==> config.mk <==
export PLATFORM = sky130hd
export DESIGN_NAME = bcd_counter_display
export DESIGN_NICKNAME = d
export VERILOG_FILES = /design/src/rtl/bcd_counter_display.sv
export SDC_FILE = /design/constraint.sdc
export NUM_CORES = 1
export LEC_CHECK = 0
export ABC_AREA = 1
export BUFFER_PORTS_ARGS = -buffer_cell sky130_fd_sc_hd__buf_2
export CAP_MARGIN = 20
export CORE_MARGIN = 1
export CORE_UTILIZATION = 62
export CTS_BUF_LIST = sky130_fd_sc_hd__clkbuf_2 sky130_fd_sc_hd__clkbuf_4 sky130_fd_sc_hd__clkbuf_8
export DETAILED_ROUTE_END_ITERATION = 16
export PLACE_DENSITY = 0.91
export SYNTH_ARGS = -nofsm -noshare
export SYNTH_HDL_FRONTEND = slang
export SYNTH_SLANG_ARGS = --single-unit
==> constraint.sdc <==
create_clock -name clk -period 3.56 [get_ports clk]
set_clock_uncertainty 0.1 [all_clocks]
set_input_delay 0.356 -clock clk [delete_from_list [all_inputs] [get_ports clk]]
set_output_delay 0.356 -clock clk [all_outputs]
set_load 0.05 [all_outputs]
==> src/rtl/bcd_counter_display.sv <==
// N-digit BCD up/down counter with tick prescaler, sync load, wrap pulse and active-low 7-seg decode.
// Optional build macro LEADING_ZERO_BLANK_EN blanks leading zero digits (digit 0 always shown).
module bcd_counter_display #(
    parameter int unsigned DIGITS  = 4,
    parameter int unsigned DIV_EXP = 22
) (
    input  logic                  clk,
    input  logic                  reset,
    input  logic                  enable,
    input  logic                  up_dn,
    input  logic                  load,
    input  logic [4*DIGITS-1:0]   load_val,
    output logic [4*DIGITS-1:0]   count,
    output logic [7*DIGITS-1:0]   seg7_out,
    output logic                  dpt_out,
    output logic                  tc,
    output logic                  wrap,
    output logic                  tick
);

    logic [DIV_EXP-1:0]  presc_q, presc_d;
    logic [4*DIGITS-1:0] count_q, count_d;
    logic                wrap_q, wrap_d;
    logic                all_nine, all_zero, step;

    function automatic logic [6:0] seg_decode(input logic [3:0] d);
        unique case (d)
            4'd0:    seg_decode = 7'h40;
            4'd1:    seg_decode = 7'h79;
            4'd2:    seg_decode = 7'h24;
            4'd3:    seg_decode = 7'h30;
            4'd4:    seg_decode = 7'h19;
            4'd5:    seg_decode = 7'h12;
            4'd6:    seg_decode = 7'h02;
            4'd7:    seg_decode = 7'h78;
            4'd8:    seg_decode = 7'h00;
            4'd9:    seg_decode = 7'h10;
            default: seg_decode = 7'h7F;
        endcase
    endfunction

    always_comb begin
        all_nine = 1'b1;
        all_zero = 1'b1;
        for (int k = 0; k < int'(DIGITS); k++) begin
            if (count_q[4*k +: 4] != 4'd9) all_nine = 1'b0;
            if (count_q[4*k +: 4] != 4'd0) all_zero = 1'b0;
        end
    end

    assign tick    = &presc_q;
    assign step    = tick & enable & ~load;
    assign tc      = up_dn ? all_nine : all_zero;
    assign count   = count_q;
    assign wrap    = wrap_q;
    assign dpt_out = 1'b1;

    always_comb begin
        logic       carry;
        logic [3:0] dig;
        presc_d = presc_q + 1'b1;
        count_d = count_q;
        wrap_d  = 1'b0;
        carry   = 1'b1;
        dig     = 4'd0;
        if (load) begin
            presc_d = '0;
            for (int k = 0; k < int'(DIGITS); k++) begin
                dig = load_val[4*k +: 4];
                count_d[4*k +: 4] = (dig > 4'd9) ? 4'd0 : dig;
            end
        end else if (step) begin
            // Ripple carry/borrow from digit 0 upward.
            for (int k = 0; k < int'(DIGITS); k++) begin
                dig = count_q[4*k +: 4];
                if (carry) begin
                    if (up_dn) begin
                        if (dig == 4'd9) dig = 4'd0;
                        else begin
                            dig   = dig + 4'd1;
                            carry = 1'b0;
                        end
                    end else begin
                        if (dig == 4'd0) dig = 4'd9;
                        else begin
                            dig   = dig - 4'd1;
                            carry = 1'b0;
                        end
                    end
                end
                count_d[4*k +: 4] = dig;
            end
            wrap_d = up_dn ? all_nine : all_zero;
        end
    end

    always_ff @(posedge clk or posedge reset) begin
        if (reset) begin
            presc_q <= '0;
            count_q <= '0;
            wrap_q  <= 1'b0;
        end else begin
            presc_q <= presc_d;
            count_q <= count_d;
            wrap_q  <= wrap_d;
        end
    end

    always_comb begin
`ifdef LEADING_ZERO_BLANK_EN
        logic lead;
        lead = 1'b1;
`endif
        seg7_out = '1;
        for (int k = int'(DIGITS) - 1; k >= 0; k--) begin
            seg7_out[7*k +: 7] = seg_decode(count_q[4*k +: 4]);
`ifdef LEADING_ZERO_BLANK_EN
            lead = lead & (count_q[4*k +: 4] == 4'd0);
            if (k != 0 && lead) seg7_out[7*k +: 7] = 7'h7F;
`endif
        end
    end

endmodule

==> results.py <==
metrics = {
    "outcome": {
        "outcome": "completed",
    },
    "power_and_ir_drop": {
        "powerDensity_mw_per_mm2": 666,
        "total_power_uw": 2520,
        "power_leakage_uw": 0.00199,
        "irDropWorstVdd_v": 0.000437,
    },
    "detailed_routing": {
        "drc": 0,
        "firstDrtPassIters": 5,
        "via_per_inst": 5.54,
        "drt_iter0_drc": 268,
        "routedWlPerCell_um": 13.3,
        "drt-total-wl_um": 8540,
        "ant_nets": 0,
        "via_count": 3564,
    },
    "sta": {
        "min_period_over_period_pct": 70.7,
        "rsz0062_at_grt": "no",
        "setup_viol": 0,
        "relSlewSlack_pct": 56.6,
        "timing.fmax_mhz": 397,
        "timing.hold.ws_ns": 0.281,
        "final-max-slew-violation-count": 0,
        "finalCriticalPeriod_ns": 2.52,
        "worstMarginPinSlew_ns": 0.644,
        "hold_viol_final": 0,
        "tns_ns": 0,
    },
    "clock_network": {
        "htreeDepth": 2,
        "cts_buffers": 5,
        "cts.path.max_buffers": 2,
        "worstSkewPairLatency_ns": 0.30,
        "post_cts_buffers": 0,
        "root_buffer": "clkbuf_8",
        "cts-resized-gates": 0,
        "tritoncts": "built",
        "clkSinkCount": 39,
        "clkTransAtPathRegs_ns": 0.08,
    },
    "setup_path": {
        "end_kind": "output port",
        "crit_chain": "o21ai_0, o311ai_0, buf_2",
        "path_class": "reg2out",
        "critical_path.startpoint_type": "flip-flop",
        "max_stage_delay_ns": 0.61,
        "critPathMaxFanout": 15,
        "critPathTopFamily": "compound AO/OA/AOI/OAI gates",
        "critPathSlowestCell": "o21ai_0",
        "cp.required_ns": 3.10,
        "worst-endpoint-arrival_ns": 2.06,
        "worst-path-buf-inv": 1,
    },
    "yosys": {
        "synth_ff_type": "dfrtp_1",
        "yosys-mux-area-fraction_pct": 0,
        "syn_inst": 510,
        "yosysSeqAreaShare_pct": 29.7,
        "synth-compound-area-share_pct": 15.6,
        "ys_types": 37,
        "yosysWarnings": 0,
        "synth_top_family_by_area": "simple AND/OR/NAND/NOR gates",
        "ys_ff_latch": 39,
        "synth.top_cells.by_area": "dfrtp_1 (30%), nand2_1 (18%), ha_1 (8.0%), o21ai_0 (7.2%), inv_1 (6.7%)",
        "synthArstFlopShare_pct": 100,
        "synth_xor_area_share_pct": 1.86,
        "yosys.area_share.adder_pct": 7.99,
        "synthesis.nets": 552,
        "synth_edf_count": 0,
        "syn_area_sq_mm": 0.00329,
        "synth_top_area_cell": "dfrtp_1",
        "synth_area_per_cell_sq_um": 6.45,
        "synth-simple-area-share_pct": 35.3,
        "yosys.area.top_type_share_pct": 29.7,
    },
    "placement": {
        "placed_area_sq_mm": 0.00365,
        "dp_hpwl_um": 6320,
        "gp_congestion": 0.939,
        "io_buffers": 67,
        "numPlacedInstances": 633,
    },
    "layout": {
        "final_cells": 643,
        "area_delta_synth_final_pct": 15.1,
        "fillers": 428,
        "final_area_sq_mm": 0.00379,
        "drive_gt1_share_pct": 17.1,
        "layout.nets": 614,
        "antenna_cells": 0,
    },
    "floorplanning": {
        "dieHeight_um": 74.8,
        "initial_core_util_pct": 64.4,
        "dieArea_sq_mm": 0.00560,
        "dieWidth_um": 74.8,
        "row_count": 26,
        "core_area_sq_mm": 0.00511,
        "ios": 69,
    },
    "global_routing": {
        "track_usage_pct": 31.8,
        "grt_pass1_vias": 3225,
        "grt_max_degree": 36,
        "antenna_found_initial": 0,
        "grt_overflow": 0,
        "grt_pass1_wl_um": 13700,
    },
    "flow_run": {
        "maxCapViolations": 0,
    },
    "hold_path": {
        "hold_path_class": "in2reg",
    },
}
-- worst register-to-register path, cell delays in order (launching register included) --
cell and delay (ns):
dfrtp_1 0.46, inv_1 0.18, ha_1 0.30, nand2_1 0.08, nand2_1 0.11, nand2_1 0.11
nor2_1 0.17, nand2_1 0.11, nand2_1 0.11, nand2_2 0.09, nand2_1 0.07, nand2_1 0.06
-- cell families after synthesis --
group	count (synthesis)
adders and majority gates	21
buffers and inverters	77
AOI/OAI and AO/OA	93
and+or+nand+nor	272
other	1
DFF	39
xor gates and xnor gates	7
-- flip-flops by register name, indices dropped and copies added, names as in the netlist --
name	count
wrap	1
count	16
presc_q	22
-- power breakdown --
group,internal [uW],switching [uW],total [uW]
logic,380,1200,1580
clock network,184,157,342
registers,489,114,603
total,1050,1470,2520
-- final timing paths --
check	from	endpoint	slack (ns)	depth (start not counted)
max	count[2]	seg7_out[5]	1.04	3
min	enable	wrap	0.28	3
max reg2reg	count[0]	count[14]	1.50	11
min reg2reg	presc_q[0]	presc_q[0]	0.36	1
max in group asynchronous	reset	presc_q[12]	2.27	5
min in group asynchronous	reset	count[4]	0.43	3
-- stage by stage --
| stage | utilization (%) | setup WS [ns] |
|---|---|---|
| 2_1_floorplan | - | 0.0841 |
| 3_3_place_gp | 71.4 | 1.56 |
| 3_5_place_dp | 71.4 | 1.51 |
| 4_1_cts | 73.4 | 1.18 |
| 5_1_grt | 74.2 | 0.864 |
| 6_report | 74.2 | 1.04 |
-- cells in the final DEF (no fill, tap or decap), types with 2 or more instances in the layout --
cell,netlist,final
a21oi_1,24,24
a31oi_1,3,3
buf_2,8,67
buf_4,1,2
clkbuf_8,0,7
dfrtp_1,39,39
ha_1,21,21
inv_1,59,59
nand2_1,154,154
nand2_2,6,6
nand3_1,41,41
nand4_1,5,5
nor2_1,47,47
nor2_2,4,4
nor2_4,2,2
nor3_1,8,8
o211ai_1,4,4
o21a_1,2,2
o21ai_0,47,47
o21ai_1,3,3
o21ai_2,3,3
o22ai_1,2,2
o311ai_0,2,2
xnor2_1,3,3
xor2_1,4,4
-- routing by layer --
layer	track usage, %	share of wire (%)	routed length, um
met4	13.4	2.5	214
met5	0	0	0
met1	37.2	41	3460
met2	57.7	50	4280
met3	5.35	6.8	584
-- synthesized netlist by cell type (2+ instances only) --
master	n
nand2_1	154
nand2_2	6
inv_1	59
nor3_1	8
xor2_1	4
xnor2_1	3
o21ai_0	47
o211ai_1	4
ha_1	21
a31oi_1	3
o21ai_1	3
dfrtp_1	39
nor2_4	2
o311ai_0	2
o21a_1	2
nor2_2	4
o21ai_2	3
o22ai_1	2
a21oi_1	24
buf_2	8
nand3_1	41
nor2_1	47
nand4_1	5
clkbuf_1	6
-- cell type report --
cell class                      instances  area (sq um)  share of cell area (%)
Tap cell                               70          87.6                    2.31
Timing Repair Buffer                   71           388                    10.2
Inverter                               61           230                    6.08
Multi-Input combinational cell        394          2000                    52.9
Sequential cell                        39           976                    25.8
Clock buffer                            8           104                    2.74
-- repair_timing --
item,CTS,global route
hold buffers,0,1
endpoints found under the hold margin,0,4
endpoints found under the setup margin,0,0
(Power assumes the default switching activity.)
